--- config.mk ---
export PLATFORM = sky130hd
export DESIGN_NAME = image_ram_reader
export DESIGN_NICKNAME = d
export VERILOG_FILES = /design/src/rtl/image_ram_reader_pkg.sv /design/src/rtl/image_word_packer.sv /design/src/rtl/image_ram_reader.sv
export SDC_FILE = /design/constraint.sdc
export NUM_CORES = 1
export LEC_CHECK = 0
export BUFFER_PORTS_ARGS = -buffer_cell sky130_fd_sc_hd__clkbuf_2
export CAP_MARGIN = 10
export CORE_MARGIN = 2
export CORE_UTILIZATION = 54
export DETAILED_ROUTE_END_ITERATION = 6
export GPL_TIMING_DRIVEN = 0
export PLACE_DENSITY = 0.78
export SLEW_MARGIN = 25
export SYNTH_ARGS = -nofsm -noshare
export SYNTH_HDL_FRONTEND = slang
export SYNTH_SLANG_ARGS = --single-unit
export TNS_END_PERCENT = 10
--- constraint.sdc ---
create_clock -name clk_cmos -period 4.8 [get_ports clk_cmos]
set_clock_uncertainty 0.15 [all_clocks]
set_input_delay 0.48 -clock clk_cmos [delete_from_list [all_inputs] [get_ports clk_cmos]]
set_output_delay 0.48 -clock clk_cmos [all_outputs]
set_load 0.005 [all_outputs]
--- src/rtl/image_ram_reader_pkg.sv ---
// Shared types and constants for the ping-pong pixel RAM drain path.
package image_ram_reader_pkg;

  // Reader sequencing states.
  typedef enum logic [1:0] {
    ST_IDLE  = 2'd0,
    ST_GUARD = 2'd1,
    ST_READ  = 2'd2,
    ST_DRAIN = 2'd3
  } state_t;

  localparam int WORDS_PER_BANK = 256;
  localparam int PACK_WORDS     = 4;
  localparam int FIFO_W         = 64;
  localparam int PIX_W          = 16;
  localparam int ADDR_W         = 8;
  localparam int LANE_W         = $clog2(PACK_WORDS);

  // True when the address is the final word of a bank.
  function automatic logic is_last_addr(input logic [ADDR_W-1:0] a);
    return a == ADDR_W'(WORDS_PER_BANK - 1);
  endfunction

endpackage

--- src/rtl/image_word_packer.sv ---
// Packs a stream of 16-bit pixels into 64-bit words, first pixel in the low lane.
// The async reset clears the output register immediately on frame; the
// synchronous clear is kept so the packer can also be flushed without a reset.
module image_word_packer
  import image_ram_reader_pkg::*;
(
  input  logic              clk,
  input  logic              rst,
  input  logic              clr,
  input  logic              pix_valid,
  input  logic [PIX_W-1:0]  pix_data,
  output logic [FIFO_W-1:0] word,
  output logic              word_valid
);

  // Lane index of the next pixel and the lanes collected so far.
  logic [LANE_W-1:0]       lane_reg;
  logic [FIFO_W-PIX_W-1:0] partial_reg;

  // Collect pixels into lanes; emit the full word when the top lane arrives.
  always_ff @(posedge clk or posedge rst) begin
    if (rst) begin
      lane_reg    <= '0;
      partial_reg <= '0;
      word        <= '0;
      word_valid  <= 1'b0;
    end else if (clr) begin
      lane_reg    <= '0;
      partial_reg <= '0;
      word        <= '0;
      word_valid  <= 1'b0;
    end else begin
      word_valid <= 1'b0;
      if (pix_valid) begin
        if (lane_reg == LANE_W'(PACK_WORDS - 1)) begin
          word       <= {pix_data, partial_reg};
          word_valid <= 1'b1;
        end else begin
          partial_reg[lane_reg*PIX_W +: PIX_W] <= pix_data;
        end
        lane_reg <= lane_reg + 1'b1;
      end
    end
  end

endmodule

--- src/rtl/image_ram_reader.sv ---
// Drains the two ping-pong pixel RAMs bank by bank in address order and
// hands 64-bit packed words to the DDR3 write FIFO.
// RD_LATENCY may be 1 or 2; GUARD_CYC should be at least 1.
module image_ram_reader
  import image_ram_reader_pkg::*;
#(
  parameter int RD_LATENCY = 1,
  parameter int GUARD_CYC  = 4
) (
  input  logic              clk_cmos,
  input  logic              frame,
  input  logic              image_select_pulse,
  input  logic [PIX_W-1:0]  ram_dout1,
  input  logic [PIX_W-1:0]  ram_dout2,
  input  logic              fifo_almost_full,
  output logic [ADDR_W-1:0] ram_rd_addr,
  output logic              ram_rd_en1,
  output logic              ram_rd_en2,
  output logic [FIFO_W-1:0] fifo_din,
  output logic              fifo_wr_en,
  output logic              buf_done,
  output logic              overrun,
  output logic              busy
);

  // One counter serves both the guard wait and the drain wait.
  localparam int CW         = $clog2(GUARD_CYC + RD_LATENCY + 1);
  localparam int GUARD_LOAD = (GUARD_CYC > 0) ? GUARD_CYC - 1 : 0;

  state_t              state_reg, state_next;
  logic [CW-1:0]       cnt_reg, cnt_next;
  logic [ADDR_W-1:0]   addr_reg, addr_next;
  logic [1:0]          rdy_reg, rdy_next;
  logic                wr_bank_reg;
  logic                rd_bank_reg;
  logic                overrun_reg;
  logic                buf_done_reg;
  logic                issue;
  logic                drain_done;
  logic [RD_LATENCY-1:0] pipe_v_reg;
  logic [RD_LATENCY-1:0] pipe_b_reg;
  logic [PIX_W-1:0]    ret_data;

  // Sequencer state, counter and read address registers.
  always_ff @(posedge clk_cmos or posedge frame) begin
    if (frame) begin
      state_reg <= ST_IDLE;
      cnt_reg   <= '0;
      addr_reg  <= '0;
    end else begin
      state_reg <= state_next;
      cnt_reg   <= cnt_next;
      addr_reg  <= addr_next;
    end
  end

  // Next-state logic: wait for a full bank, guard, stream 256 reads, drain.
  always_comb begin
    state_next = state_reg;
    cnt_next   = cnt_reg;
    addr_next  = addr_reg;
    issue      = 1'b0;
    drain_done = 1'b0;
    case (state_reg)
      ST_IDLE: begin
        if (rdy_reg[rd_bank_reg]) begin
          state_next = ST_GUARD;
          cnt_next   = CW'(GUARD_LOAD);
        end
      end
      ST_GUARD: begin
        if (cnt_reg == '0) begin
          state_next = ST_READ;
          addr_next  = '0;
        end else begin
          cnt_next = cnt_reg - 1'b1;
        end
      end
      ST_READ: begin
        // Backpressure only holds off new reads; in-flight ones still land.
        if (!fifo_almost_full) begin
          issue = 1'b1;
          if (is_last_addr(addr_reg)) begin
            state_next = ST_DRAIN;
            addr_next  = '0;
            cnt_next   = CW'(RD_LATENCY);
          end else begin
            addr_next = addr_reg + 1'b1;
          end
        end
      end
      ST_DRAIN: begin
        // Let the last read return and the final packed word get written.
        if (cnt_reg == '0) begin
          drain_done = 1'b1;
          state_next = ST_IDLE;
        end else begin
          cnt_next = cnt_reg - 1'b1;
        end
      end
      default: state_next = ST_IDLE;
    endcase
  end

  // Ready flags: drain completion clears, writer pulse sets; the set wins.
  always_comb begin
    rdy_next = rdy_reg;
    if (drain_done) begin
      rdy_next[rd_bank_reg] = 1'b0;
    end
    if (image_select_pulse) begin
      rdy_next[wr_bank_reg] = 1'b1;
    end
  end

  // Bank ownership, sticky overrun and the bank-complete pulse.
  always_ff @(posedge clk_cmos or posedge frame) begin
    if (frame) begin
      rdy_reg      <= '0;
      wr_bank_reg  <= 1'b0;
      rd_bank_reg  <= 1'b0;
      overrun_reg  <= 1'b0;
      buf_done_reg <= 1'b0;
    end else begin
      rdy_reg      <= rdy_next;
      buf_done_reg <= drain_done;
      if (image_select_pulse) begin
        wr_bank_reg <= ~wr_bank_reg;
        if (rdy_reg[wr_bank_reg]) begin
          overrun_reg <= 1'b1;
        end
      end
      if (drain_done) begin
        rd_bank_reg <= ~rd_bank_reg;
      end
    end
  end

  // Delay line marking which cycles carry returning RAM data and from which bank.
  always_ff @(posedge clk_cmos or posedge frame) begin
    if (frame) begin
      pipe_v_reg <= '0;
      pipe_b_reg <= '0;
    end else begin
      pipe_v_reg[0] <= issue;
      pipe_b_reg[0] <= rd_bank_reg;
      for (int i = 1; i < RD_LATENCY; i++) begin
        pipe_v_reg[i] <= pipe_v_reg[i-1];
        pipe_b_reg[i] <= pipe_b_reg[i-1];
      end
    end
  end

  assign ret_data = pipe_b_reg[RD_LATENCY-1] ? ram_dout2 : ram_dout1;

  image_word_packer u_packer (
    .clk        (clk_cmos),
    .rst        (frame),
    .clr        (frame),
    .pix_valid  (pipe_v_reg[RD_LATENCY-1]),
    .pix_data   (ret_data),
    .word       (fifo_din),
    .word_valid (fifo_wr_en)
  );

  assign ram_rd_addr = addr_reg;
  assign ram_rd_en1  = issue & ~rd_bank_reg;
  assign ram_rd_en2  = issue &  rd_bank_reg;
  assign buf_done    = buf_done_reg;
  assign overrun     = overrun_reg;
  assign busy        = (state_reg != ST_IDLE);

endmodule

# Word-level counts from Yosys, hierarchy flattened
# Index checks and enable logic that the tools add are counted.
[word_totals]
input_bits = 36
word_cells = 100
ff_bits = 136
[classes]
bitwise_logic = 7
shifts = 2
muxes = 42
n_reduce_logical = 15
magnitude_cmp = 4
eq_ne = 12
add_sub_neg = 4
[op_table]
columns = ["operator", "n"]
rows = [
  ["64-bit 2-to-1 mux", 3],
  ["48-bit 2-to-1 mux", 3],
  ["48-bit bitwise mux", 1],
  ["16-bit by 34-bit variable shift with 48-bit output (first input constant)", 1],
  ["16-bit by 34-bit variable part select with 48-bit output", 1],
  ["6-bit negator with 34-bit output", 1],
  ["8-bit 2-to-1 mux", 3],
  ["2-bit 2-to-1 mux", 9],
  ["16-bit 2-to-1 mux", 1],
  ["8-bit case mux with 2 select lines", 1],
  ["2-bit inequality test (second input constant)", 7],
  ["1-bit 2-to-1 mux", 13],
  ["3-bit 2-to-1 mux", 4],
  ["3-bit case mux with 3 select lines", 1],
  ["8-bit by 1-bit adder with 8-bit output (second input constant)", 1],
  ["8-bit equality test (second input constant)", 1],
  ["2-bit case mux with 4 select lines", 1],
  ["2-bit nonzero test", 4],
  ["2-bit equality test (second input constant)", 3],
  ["2-bit AND reduction", 3],
  ["5-bit AND reduction", 1],
  ["1-bit by 2-bit less-than comparator with 1-bit output (second input constant)", 2],
  ["4-bit AND reduction", 1],
  ["3-bit logical NOT", 1],
  ["other kinds (14)", 19],
]

# Longest topological paths before layout
# Gate-level depths: netlist of run 1.
[depth]
ltp_word = 9
mapped_depth = 8

# Modules after synthesis
# Synthesis of run 1 repeated with hierarchy kept, for this count alone.
[hier_totals]
cells_unflattened = 441
hier_area_um2 = 5753.0
[modules_own_cells]
columns = ["module", "area_each_um2", "cells_each", "instances"]
rows = [
  ["image_word_packer", 4391.7, 311, 1],
  ["image_ram_reader", 1361.3, 130, 1],
]

# Worst setup path after synthesis of run 1
# No wires, ideal clock.
[synth_timing]
kind = "input -> register"
from = "in frame"
to = "reg u_packer.word[10]"
path_stages = 7
path_slack_ps = -369
setup_ps = 65
required_ps = 4585
arrival_time_ps = 4953
cell_sequence = "buf_2 inv_1 nand3_1 inv_1 buf_2 buf_2 a22o_1"
[synth_between]
elab_chain_cells = 2
elab_cells_between_ends = 4
cone_classes = "1 x mux; 3 x reduce/logical"
[synth_rtl]
columns = ["element", "line", "text"]
rows = [
  ["start, declared", "image_ram_reader.sv:11", "input logic frame,"],
  ["2-bit nonzero test (no line)", "--", ""],
  ["2-bit AND reduction (no line)", "--", ""],
  ["end signal, assigned", "image_word_packer.sv:36", "word <= {pix_data, partial_reg};"],
  ["end, declared", "image_word_packer.sv:12", "output logic [FIFO_W-1:0] word,"],
]
# Parallel ways exist; a longest one is shown, timed or not.
# A chain may end at the register's enable or synchronous reset.

# Worst setup path after layout of run 1
[layout_timing]
from = "in frame"
to = "reg u_packer.word[13]"
# The elaborated chain is that of the path after synthesis.

==> impl_metrics.toml, run 1 <==
[synth]
netlist_instances = 466
async_flop_share_pct = 100
synthTopCellsByArea = "sky130_fd_sc_hd__dfrtp_1, sky130_fd_sc_hd__a22o_1, sky130_fd_sc_hd__o21ai_0, sky130_fd_sc_hd__nand2_1, sky130_fd_sc_hd__mux2i_1"
seq_area_frac_synth_pct = 62.9
synth_edf_count = 0
yosys.area.top_type = "sky130_fd_sc_hd__dfrtp_1"
synth_cell_type_count = 41
ys_dominant_reg_cell = "sky130_fd_sc_hd__dfrtp_1"
postSynthNetCount = 514
synth_seq_cells = 136
syn-cell-area_um2 = 5410
synth_top_area_share_pct = 62.9
synth_area_per_cell_um2 = 11.6
yosysWarnings = 0

[run_status]
outcome = "completed"

[setup_path]
worst-r2r-cell-count = 6
worst-setup-path-type = "input port to flop"
cp_cell_sequence = "dlygate4sd3_1 > buf_2 > clkinvlp_4 > nand3_1 > inv_1 > buf_2 > buf_2 > a22o_1"
slowest_delay_ns = 0.54
cpLargestDelayFamily = "buffers and inverters"
r2r_end = "u_packer.partial_reg[36]$_DFFE_PP0P_"
worst-endpoint-required_ns = 5.06
regToRegStartpoint = "u_packer.lane_reg[0]$_DFFE_PP0N_"
crit_path_end_kind = "flop"
cpMostUsedCell = "sky130_fd_sc_hd__buf_2"
regToRegSetupSlack_ns = 2.19
launching_instance_or_port_of_the_critical_path = "frame"
cpMaxStageDelayCell = "sky130_fd_sc_hd__dlygate4sd3_1"
worst_path_bufs_invs = 6
start_kind = "input port"
highest_net_fanout_along_the_worst_path = 23
timing.critical_path.arrival_ns = 3.04

[pwr]
total_power_after_layout_mw = 2.81
pwr-share-clk_pct = 49.9
power.share.switching_pct = 23.5
power_per_cell_area_nw_per_um2 = 407
p_leak_nw = 3.44
power_report.internal_total_mw = 2.15
power.share.combinational_pct = 6.7
p_switching_mw = 0.661
power.sequential.fraction_pct = 43.5
irDropWorstVdd_uv = 262

[floorplanning]
io_pins = 114
die_area_um2 = 10800
floorplan.die.width_um = 104
num_rows = 36
core-area_um2 = 9730
chipHeight_um = 104
initial_core_util_pct = 55.6

[sta]
fin_crit_sh_pct = 57.8
final.setup.tns_ns = 0
max_slew.worst_pin.slew_ns = 0.868
finalHoldViolCount = 0
unrepaired_setup_endpoints_after_global_routing = "no"
setup_viol = 0
final_period_minus_worst_setup_slack_ns = 2.78
achievable-frequency_mhz = 360
setup_ws_ns = 2.02
timing_max_transition_violations_final = 0
max-slew-margin-rel_pct = 42.1

[placed_design]
routabilityCongestion = 0.884
detailedPlace.worstSlack_ns = 2.07
detailedPlacementHpwl_mm = 9.59
detailed_place.area_um2 = 6260
place_inst = 716
io_buffers = 112

[min_path]
worstHoldEndpoint = "wr_bank_reg$_DFFE_PP0P_"
hold_path_depth = 2
timing.hold.worst.start = "image_select_pulse"
holdCritPathClass = "input port to flop"

[global_routing]
grt_pass1_wl_mm = 22.8
gr-total-overflow = 0
grt_pass1_vias = 4443
maximum_number_of_pins_on_one_net_before_global_route_repair = 29
grt_use_total_pct = 27.2
antenna_violations_before_repair = 0

[clock_network]
clock_tree_from_tritoncts = "built"
cts_inserted_buffers = 17
clock_sinks = 136
clkTransAtPathRegs_ns = 0.06
clock_path_buffers = 2
worstSkewPairLatency_ns = 0.53
postCtsResizedCells = 0
clock_tree.root_cell = "sky130_fd_sc_hd__clkbuf_8"
htreeDepth = 4
cts.repair_timing.setup_buffer_count = 0

[drt]
antenna_violating_nets_post_route = 0
dr_wl_cell_um = 18.5
total_wirelength_mm = 13.9
via_count = 4355
detail_route.vias_per_cell = 5.81
first_iter_violations = 297
detailedRoute.firstPassIterationCount = 5
remaining_drc_errors = 0

[final_layout]
mostFrequentLayoutCell = "sky130_fd_sc_hd__dfrtp_1"
antenna_diode_instance_count = 0
final_area_um2 = 6910
layout.cells.most_common_list = "sky130_fd_sc_hd__dfrtp_1, sky130_fd_sc_hd__clkbuf_2, sky130_fd_sc_hd__nand2_1"
number_of_filler_instances_in_the_final_layout = 713
flip_flop_count_of_the_largest_register_after_layout = 64
finish.cell_count_without_fillers = 749
syn_to_final_growth_pct = 27.8
fin_nets = 651
final_layout_size_suffix_gt1_share_pct = 25.8

[flow_run]
timing.max_cap.violations = 0
==> power by group through the flow <==
stage / clock network (mW) / registers [mW] / logic [mW]
2_1_floorplan: 0 / 1.23 / 0.0997
3_3_place_gp: 0 / 1.24 / 0.164
3_5_place_dp: 0 / 1.24 / 0.185
4_1_cts: 1.41 / 1.22 / 0.189
5_1_grt: 1.47 / 1.23 / 0.213
6_report: 1.40 / 1.22 / 0.187
==> worst max-delay path by stage <==
stage / depth (start not counted) / slack, ns / to
3_3_place_gp: 7 / -0.49 / u_packer.word[9]$_DFFE_PP0P_
5_1_grt: 8 / 1.80 / u_packer.word[14]$_DFFE_PP0P_
6_report: 8 / 2.02 / u_packer.word[13]$_DFFE_PP0P_
2_1_floorplan: 7 / 0.65 / u_packer.word[10]$_DFFE_PP0P_
4_1_cts: 8 / 2.03 / u_packer.word[13]$_DFFE_PP0P_
3_5_place_dp: 7 / 2.07 / u_packer.word[16]$_DFFE_PP0P_
==> synthesized netlist by cell type, drive strengths merged (5+ instances only) <==
| library cell | instances |
|---|---|
| a21oi | 9 |
| or4 | 5 |
| a22o | 49 |
| ha | 12 |
| nor2 | 6 |
| buf | 6 |
| nand3 | 5 |
| dfrtp | 136 |
| mux2i | 20 |
| nand2 | 75 |
| o21ai | 70 |
| inv | 13 |
| clkbuf | 19 |
| nor2b | 5 |
==> worst reg2reg max path, stage by stage, from the launching register on <==
cell and delay [ns]:
sky130_fd_sc_hd__dfrtp_1 0.45, sky130_fd_sc_hd__inv_1 0.15, sky130_fd_sc_hd__ha_1 0.35, sky130_fd_sc_hd__nor4b_1 0.43, sky130_fd_sc_hd__o2111ai_1 0.41, sky130_fd_sc_hd__clkbuf_1 0.33, sky130_fd_sc_hd__o21ai_0 0.25
==> layout make-up <==
class                      instances  area, µm²  share of cell area, %
timing repair buffer             118        693                   10.0
inverter                          13       52.6                  0.760
multi-input combinational        292       1850                   26.8
sequential                       136       3400                   49.2
buffer                            25        108                   1.56
clock buffer                      17        414                   5.99
tap                              133        166                   2.41
clock inverter                    15        225                   3.26
==> metal layers <==
| layer | share of wire, % | global-route usage, % |
|---|---|---|
| met5 | 0 | 0 |
| met4 | 2.3 | 9.85 |
| met3 | 6.1 | 7.46 |
| met2 | 50 | 45.2 |
| met1 | 41 | 34.3 |
==> cell families (layout without fill, tap and decap cells) <==
kind of cell    Yosys count  count (layout)  synth area share, %
compound gates          145             145                 17.8
flops                   136             136                 62.9
xor+xnor                  3               3                0.486
fa+ha+maj                12              12                 2.77
mux                      21              21                 3.91
buf+inv                  38             188                 2.89
simple gates            111             111                 9.30
==> through the flow <==
step                util, %  hold slack (ns)
global route           71.1           0.0161
finish                 71.1           0.0264
detailed placement     64.4            0.321
global placement       63.1            0.311
floorplan                 -            0.301
CTS                    71.1           0.0163
==> repair_timing <==
item,in CTS,in global routing
endpoints found under the setup margin,0,0
hold buffers,1,0
hold endpoints to repair,20,0
Power figures use the tool's default switching activity.
==> run 2, diff against run 1 <==
--- a/config.mk
+++ b/config.mk
@@ -5,10 +5,11 @@
 export SDC_FILE = /design/constraint.sdc
 export NUM_CORES = 1
 export LEC_CHECK = 0
+export ABC_AREA = 1
 export BUFFER_PORTS_ARGS = -buffer_cell sky130_fd_sc_hd__clkbuf_2
 export CAP_MARGIN = 10
 export CORE_MARGIN = 2
-export CORE_UTILIZATION = 54
+export CORE_UTILIZATION = 55
 export DETAILED_ROUTE_END_ITERATION = 6
 export GPL_TIMING_DRIVEN = 0
 export PLACE_DENSITY = 0.78
==> constraint.sdc (replaced) <==
create_clock -name clk_cmos -period 2.6 [get_ports clk_cmos]
set_clock_uncertainty 0.15 [all_clocks]
set_input_delay 0.26 -clock clk_cmos [delete_from_list [all_inputs] [get_ports clk_cmos]]
set_output_delay 0.26 -clock clk_cmos [all_outputs]
set_load 0.005 [all_outputs]
==> run 2 against run 1 <==
Synthesized area rose by 11%. Setup slack worse by 1.7 ns. Global-route usage rose by 0.15 points. Clock-buffer cell count grew 3. Clock power is 58% higher. Critical path depth decreased by 2. Synthesized cell count rose by 44%. Cell count increased by 28%. Critical path type is now flop to output port.
==> impl_metrics.toml, run 2 <==
[final_layout]
syn_to_final_growth_pct = 23.0
layout.cells.most_common_list = "sky130_fd_sc_hd__nand2_1, sky130_fd_sc_hd__dfrtp_1, sky130_fd_sc_hd__clkbuf_2"
fin_nets = 855
mostFrequentLayoutCell = "sky130_fd_sc_hd__nand2_1"
antenna_diode_instance_count = 0
final_area_um2 = 7370
flip_flop_count_of_the_largest_register_after_layout = 64
number_of_filler_instances_in_the_final_layout = 827
finish.cell_count_without_fillers = 960
final_layout_size_suffix_gt1_share_pct = 23.9

[synth]
synth_top_family_by_area = "simple AND/OR/NAND/NOR gates"
synth_xor_xnor_area_share_pct = 0.292
synth_seq_cells = 136
synth_top_area_share_pct = 56.8
seq_area_frac_synth_pct = 56.8
synthTopCellsByArea = "sky130_fd_sc_hd__dfrtp_1, sky130_fd_sc_hd__nand2_1, sky130_fd_sc_hd__nand3_1, sky130_fd_sc_hd__o21ai_0, sky130_fd_sc_hd__inv_1"
synth_fa_ha_area_share_pct = 2.51
syn-cell-area_um2 = 5990
ys_dominant_reg_cell = "sky130_fd_sc_hd__dfrtp_1"
async_flop_share_pct = 100
post-synth-top-count-cell = "sky130_fd_sc_hd__nand2_1"
yosys.area.top_type = "sky130_fd_sc_hd__dfrtp_1"
synth-simple-area-share_pct = 21.1
yosysWarnings = 0
synth_edf_count = 0
netlist_instances = 669
postSynthNetCount = 717
synth_area_per_cell_um2 = 8.96
post_synth_mux_area_share_pct = 0
synth_cell_type_count = 32
area_fraction_in_compound_gates_after_synthesis_pct = 11.6
synth_commonest_cells = "sky130_fd_sc_hd__nand2_1, sky130_fd_sc_hd__dfrtp_1, sky130_fd_sc_hd__nand3_1, sky130_fd_sc_hd__inv_1, sky130_fd_sc_hd__o21ai_0"

[floorplanning]
io_pins = 114
die_area_um2 = 11700
num_rows = 38
core-area_um2 = 10700
floorplan.die.width_um = 108
initial_core_util_pct = 55.8
chipHeight_um = 108

[placed_design]
detailedPlace.worstSlack_ns = 0.479
io_buffers = 113
detailed_place.area_um2 = 6770
routabilityCongestion = 0.864
detailedPlacementHpwl_mm = 10.7
place_inst = 923

[clock_network]
clock_path_buffers = 2
htreeDepth = 4
clock_tree.root_cell = "sky130_fd_sc_hd__clkbuf_8"
clock_tree_from_tritoncts = "built"
clkTransAtPathRegs_ns = 0.06
worstSkewPairLatency_ns = 0.53
cts_inserted_buffers = 17
clock_sinks = 136
cts.repair_timing.setup_buffer_count = 0

[sta]
max-slew-margin-rel_pct = 59.6
timing_max_transition_violations_final = 0
fin_crit_sh_pct = 88.5
unrepaired_setup_endpoints_after_global_routing = "no"
max_slew.worst_pin.slew_ns = 0.600
final_period_minus_worst_setup_slack_ns = 2.30
finalHoldWorstSlack_ns = 0.0251
achievable-frequency_mhz = 434
setup_viol = 0
setup_ws_ns = 0.298
finalHoldViolCount = 0

[global_routing]
most_used_routing_layer = "met2"
met3_usage_pct = 6.09
maximum_number_of_pins_on_one_net_before_global_route_repair = 77
antenna_violations_before_repair = 0
grtUsageMet1_pct = 33.3
grt_pass1_wl_mm = 24.3
grt_pass1_vias = 5113
groute.layer.met2.usage_pct = 46.8
grt_use_total_pct = 27.3
gr-total-overflow = 0

[setup_path]
regToRegStartpoint = "pipe_b_reg$_DFF_PP0_"
start_kind = "flop"
worst-r2r-cell-count = 5
worst-endpoint-required_ns = 2.19
worst-setup-path-type = "flop to output port"
r2r_end = "u_packer.word[53]$_DFFE_PP0P_"
regToRegSetupSlack_ns = 0.48
timing.critical_path.arrival_ns = 1.89
highest_net_fanout_along_the_worst_path = 10
crit_path_end_kind = "output port"

[pwr]
power.share.combinational_pct = 8.4
power.share.switching_pct = 25.3
p_switching_mw = 1.23
power.sequential.fraction_pct = 46.1
pwr-share-clk_pct = 45.5
power_report.internal_total_mw = 3.63
power_per_cell_area_nw_per_um2 = 659
p_leak_nw = 3.81
irDropWorstVdd_uv = 384

[drt]
remaining_drc_errors = 0
dr_wl_cell_um = 16.0
via_count = 5231
first_iter_violations = 382
detailedRoute.firstPassIterationCount = 5
detail_route.vias_per_cell = 5.45
antenna_violating_nets_post_route = 0
total_wirelength_mm = 15.3

[min_path]
timing.hold.worst.start = "ram_dout2[4]"
holdCritPathClass = "input port to flop"
worstHoldEndpoint = "u_packer.word[52]$_DFFE_PP0P_"
hold_path_depth = 5

[run_status]
outcome = "completed"

[flow_run]
timing.max_cap.violations = 0
==> run 2: changes by cell type after synthesis, moves of 6 or more <==
| cell | change |
|---|---|
| sky130_fd_sc_hd__buf_2 | +16 |
| sky130_fd_sc_hd__mux2i_1 | -20 |
| sky130_fd_sc_hd__inv_1 | +62 |
| sky130_fd_sc_hd__o22ai_1 | +22 |
| sky130_fd_sc_hd__o21ai_1 | +16 |
| sky130_fd_sc_hd__clkbuf_1 | -13 |
| sky130_fd_sc_hd__a22o_1 | -49 |
| sky130_fd_sc_hd__a21oi_1 | -8 |
| sky130_fd_sc_hd__nand2_1 | +101 |
| sky130_fd_sc_hd__o21ai_0 | -6 |
| sky130_fd_sc_hd__o22ai_2 | +10 |
| sky130_fd_sc_hd__nor2_1 | +13 |
| sky130_fd_sc_hd__nand3_1 | +71 |
==> run 2: worst max-delay path: stages, from the launching register on <==
cell	delay, ns
sky130_fd_sc_hd__dfrtp_1	0.42
sky130_fd_sc_hd__inv_1	0.14
sky130_fd_sc_hd__ha_1	0.16
sky130_fd_sc_hd__buf_2	0.22
sky130_fd_sc_hd__inv_1	0.12
sky130_fd_sc_hd__nor3_1	0.17
sky130_fd_sc_hd__clkbuf_2	0.14
==> run 2: layout make-up <==
type / count / area, µm² / share of cell area, %
clock inverter: 12 / 103 / 1.39
sequential: 136 / 3400 / 46.2
timing repair buffer: 119 / 643 / 8.73
clock buffer: 20 / 445 / 6.05
inverter: 79 / 297 / 4.02
tap: 140 / 175 / 2.38
multi-input combinational: 421 / 2120 / 28.8
buffer: 33 / 179 / 2.43
==> run 2: worst max-delay path by stage <==
| stage | start | end | slack (ns) |
|---|---|---|---|
| final | state_reg[0]$_DFFE_PP0P_ | ram_rd_en2 | 0.30 |
| after global routing | state_reg[0]$_DFFE_PP0P_ | ram_rd_en2 | 0.19 |
| after CTS | state_reg[0]$_DFFE_PP0P_ | ram_rd_en2 | 0.28 |
| after detailed placement | frame | u_packer.word[55]$_DFFE_PP0P_ | 0.48 |
| after global placement | frame | u_packer.word[56]$_DFFE_PP0P_ | -0.04 |
| after floorplan | frame | u_packer.word[48]$_DFFE_PP0P_ | 0.53 |
==> run 2: routing by layer <==
layer	share of wire, %	wire, µm	vias to the layer above
li1	-	-	2457
met1	40	6140	2554
met2	51	7770	188
met3	6.7	1030	32
met4	2.6	397	0
met5	0	0	-
==> run 2: cells by family after synthesis <==
kind of cell / count (synthesis)
AOI/OAI and AO/OA: 116
xor gates and xnor gates: 2
buffers and inverters: 112
DFF: 136
adders and majority gates: 12
and+or+nand+nor: 291
==> run 2: timing repair <==
action	in CTS	in global routing
hold buffers	5	0
endpoints found under the hold margin	16	0
resized for setup	0	0
==> run 2: power groups by stage <==
stage          clock network, mW  logic [mW]  registers (mW)
3_3_place_gp                   0       0.378            2.27
5_1_grt                     2.32       0.455            2.25
6_report                    2.21       0.406            2.24
4_1_cts                     2.22       0.407            2.24
3_5_place_dp                   0       0.399            2.27
2_1_floorplan                  0       0.245            2.26
==> run 2: stage by stage <==
stage	TNS, ns	utilization, %	total power [mW]
2_1_floorplan	0	-	2.51
3_5_place_dp	0	63.0	2.67
3_3_place_gp	-0.259	62.7	2.65
5_1_grt	0	68.6	5.02
4_1_cts	0	68.6	4.87
6_report	0	68.6	4.86
==> run 3, diff against run 2 <==
--- a/config.mk
+++ b/config.mk
@@ -11,8 +11,8 @@
 export CORE_MARGIN = 2
 export CORE_UTILIZATION = 55
 export DETAILED_ROUTE_END_ITERATION = 6
-export GPL_TIMING_DRIVEN = 0
 export PLACE_DENSITY = 0.78
+export SETUP_SLACK_MARGIN = 0.3
 export SLEW_MARGIN = 25
 export SYNTH_ARGS = -nofsm -noshare
 export SYNTH_HDL_FRONTEND = slang
==> run 3 against run 2 <==
Via count decreased by 2.8%. Non-clock buffer count decreased by 28. Clock power increased by 8%. Power increased by 3.2%. Critical path depth decreased by 1. Cell count decreased by 3.0%. Flip-flop and latch count unchanged. Final area decreased by 1.2%. Routed wire length decreased by 6.5%. Global-route usage decreased by 2.0 points. Critical endpoint unchanged.
==> impl_metrics.toml, run 3 (synthesized netlist as in run 2, its figures left out) <==
[setup_path]
slowest_delay_ns = 0.41
worst-endpoint-required_ns = 2.19
timing.critical_path.arrival_ns = 1.74
start_kind = "flop"
worst_path_bufs_invs = 3
worst-r2r-cell-count = 5
regToRegStartpoint = "u_packer.lane_reg[0]$_DFFE_PP0N_"
crit_path_end_kind = "output port"
r2r_end = "u_packer.partial_reg[13]$_DFFE_PP0P_"
cpLargestDelayFamily = "buffers and inverters"
highest_net_fanout_along_the_worst_path = 10
cpMostUsedCell = "sky130_fd_sc_hd__inv_1"
worst-setup-path-type = "flop to output port"
cpMaxStageDelayCell = "sky130_fd_sc_hd__dfrtp_1"
cp_cell_sequence = "inv_1 > ha_4 > inv_1 > nor3_1 > clkbuf_2"
regToRegSetupSlack_ns = 0.51

[sta]
achievable-frequency_mhz = 465
max_slew.worst_pin.slew_ns = 0.771
final.setup.tns_ns = 0
final_period_minus_worst_setup_slack_ns = 2.15
setup_viol = 0
timing_max_transition_violations_final = 0
unrepaired_setup_endpoints_after_global_routing = "no"
fin_crit_sh_pct = 82.7
max-slew-margin-rel_pct = 48.6
finalHoldViolCount = 0

[final_layout]
layout.cells.most_common_list = "sky130_fd_sc_hd__nand2_1, sky130_fd_sc_hd__dfrtp_1, sky130_fd_sc_hd__clkbuf_2"
mostFrequentLayoutCell = "sky130_fd_sc_hd__nand2_1"
number_of_filler_instances_in_the_final_layout = 844
finish.cell_count_without_fillers = 931
syn_to_final_growth_pct = 21.5
fin_nets = 827
flip_flop_count_of_the_largest_register_after_layout = 64
antenna_diode_instance_count = 0
final_layout_size_suffix_gt1_share_pct = 22.3
final_area_um2 = 7280

[placed_design]
io_buffers = 113
detailed_place.area_um2 = 6630
routabilityCongestion = 0.864
place_inst = 895
detailedPlacementHpwl_mm = 9.74

[floorplanning]
floorplan.die.width_um = 108
io_pins = 114
initial_core_util_pct = 55.8
num_rows = 38
die_area_um2 = 11700
core-area_um2 = 10700
chipHeight_um = 108

[drt]
remaining_drc_errors = 0
detail_route.vias_per_cell = 5.46
antenna_violating_nets_post_route = 0
dr_wl_cell_um = 15.4
total_wirelength_mm = 14.3
detailedRoute.firstPassIterationCount = 5
first_iter_violations = 444
via_count = 5083

[pwr]
power_per_cell_area_nw_per_um2 = 688
total_power_after_layout_mw = 5.01
irDropWorstVdd_uv = 442
p_leak_nw = 3.74

[global_routing]
grt_pass1_vias = 4930
grt_use_total_pct = 25.3
gr-total-overflow = 0
antenna_violations_before_repair = 0
grt_pass1_wl_mm = 22.9
maximum_number_of_pins_on_one_net_before_global_route_repair = 138

[clock_network]
clock_tree.root_cell = "sky130_fd_sc_hd__clkbuf_8"
clock_sinks = 136
worstSkewPairLatency_ns = 0.52
clock_path_buffers = 2
clkTransAtPathRegs_ns = 0.06
htreeDepth = 4
clock_tree_from_tritoncts = "built"
cts_inserted_buffers = 17
cts.repair_timing.setup_buffer_count = 0

[min_path]
timing.hold.worst.start = "ram_dout2[13]"
hold_path_depth = 5
worstHoldEndpoint = "u_packer.word[61]$_DFFE_PP0P_"
holdCritPathClass = "input port to flop"

[flow_run]
timing.max_cap.violations = 0

[run_status]
outcome = "completed"
run 3: cell types whose count changed in the layout (fill, tap and decap cells not counted), moves of 2 or more:
| cell | delta |
|---|---|
| sky130_fd_sc_hd__clkinv_2 | -3 |
| sky130_fd_sc_hd__buf_1 | -2 |
| sky130_fd_sc_hd__clkbuf_1 | -5 |
| sky130_fd_sc_hd__clkinvlp_4 | -2 |
| sky130_fd_sc_hd__buf_2 | -20 |
| sky130_fd_sc_hd__buf_4 | +2 |
| sky130_fd_sc_hd__bufinv_16 | +2 |
| sky130_fd_sc_hd__clkinv_4 | +2 |
run 3: tightest hold or removal path, stage by stage:
cell and delay (ns):
sky130_fd_sc_hd__clkbuf_2 0.08, sky130_fd_sc_hd__nand2_1 0.04, sky130_fd_sc_hd__o21ai_0 0.16, sky130_fd_sc_hd__nand2_1 0.07, sky130_fd_sc_hd__nand2_1 0.06
run 3: what timing repair did:
| action | 4_1_cts | 5_1_grt |
|---|---|---|
| resized for setup | 1 | 1 |
| endpoints found under the setup margin | 2 | 2 |
| hold buffers | 5 | 0 |
| endpoints found under the hold margin | 32 | 0 |
run 3: how the worst max path moves through the flow:
| stage | cells after the start | to | start |
|---|---|---|---|
| 2_1_floorplan | 5 | u_packer.word[48]$_DFFE_PP0P_ | frame |
| 3_3_place_gp | 5 | u_packer.partial_reg[14]$_DFFE_PP0P_ | u_packer.lane_reg[0]$_DFFE_PP0N_ |
| 3_5_place_dp | 5 | u_packer.partial_reg[13]$_DFFE_PP0P_ | u_packer.lane_reg[0]$_DFFE_PP0N_ |
| 4_1_cts | 5 | ram_rd_en2 | state_reg[0]$_DFFE_PP0P_ |
| 5_1_grt | 5 | u_packer.partial_reg[12]$_DFFE_PP0P_ | u_packer.lane_reg[0]$_DFFE_PP0N_ |
| 6_report | 5 | ram_rd_en2 | state_reg[0]$_DFFE_PP0P_ |
run 3: area by class of cell:
cell class                 instances  area (µm²)  share of cell area (%)
timing repair buffer             124         673                    9.25
tap                              140         175                    2.41
multi-input combinational        421        2140                    29.4
inverter                          79         304                    4.18
sequential                       136        3400                    46.8
clock buffer                      20         435                    5.98
clock inverter                    11         150                    2.06
run 3: metrics by stage:
| step | hold WS (ns) | setup WS (ns) | utilization [%] |
|---|---|---|---|
| global placement | 0.154 | 0.619 | 61.7 |
| detailed placement | 0.161 | 0.571 | 61.7 |
| global route | 0.0872 | 0.317 | 67.7 |
| CTS | 0.0217 | 0.358 | 67.7 |
| finish | 0.0270 | 0.450 | 67.7 |
| floorplan | 0.176 | 0.531 | - |
run 3: metal layers:
| metal | routed length [µm] | part of all wire [%] | track usage [%] |
|---|---|---|---|
| met2 | 7390 | 51 | 43.6 |
| met1 | 5860 | 41 | 30.8 |
| met3 | 726 | 5.1 | 4.94 |
| met5 | 0 | 0 | 0 |
| met4 | 371 | 2.6 | 11.4 |
run 3: where the power goes:
| group | total [mW] | internal [mW] | switching, mW | leakage [nW] |
|---|---|---|---|---|
| registers | 2.24 | 2.18 | 0.0648 | 1.86 |
| logic | 0.393 | 0.132 | 0.261 | 1.60 |
| clock network | 2.38 | 1.48 | 0.894 | 0.281 |
| total | 5.01 | 3.79 | 1.22 | 3.74 |
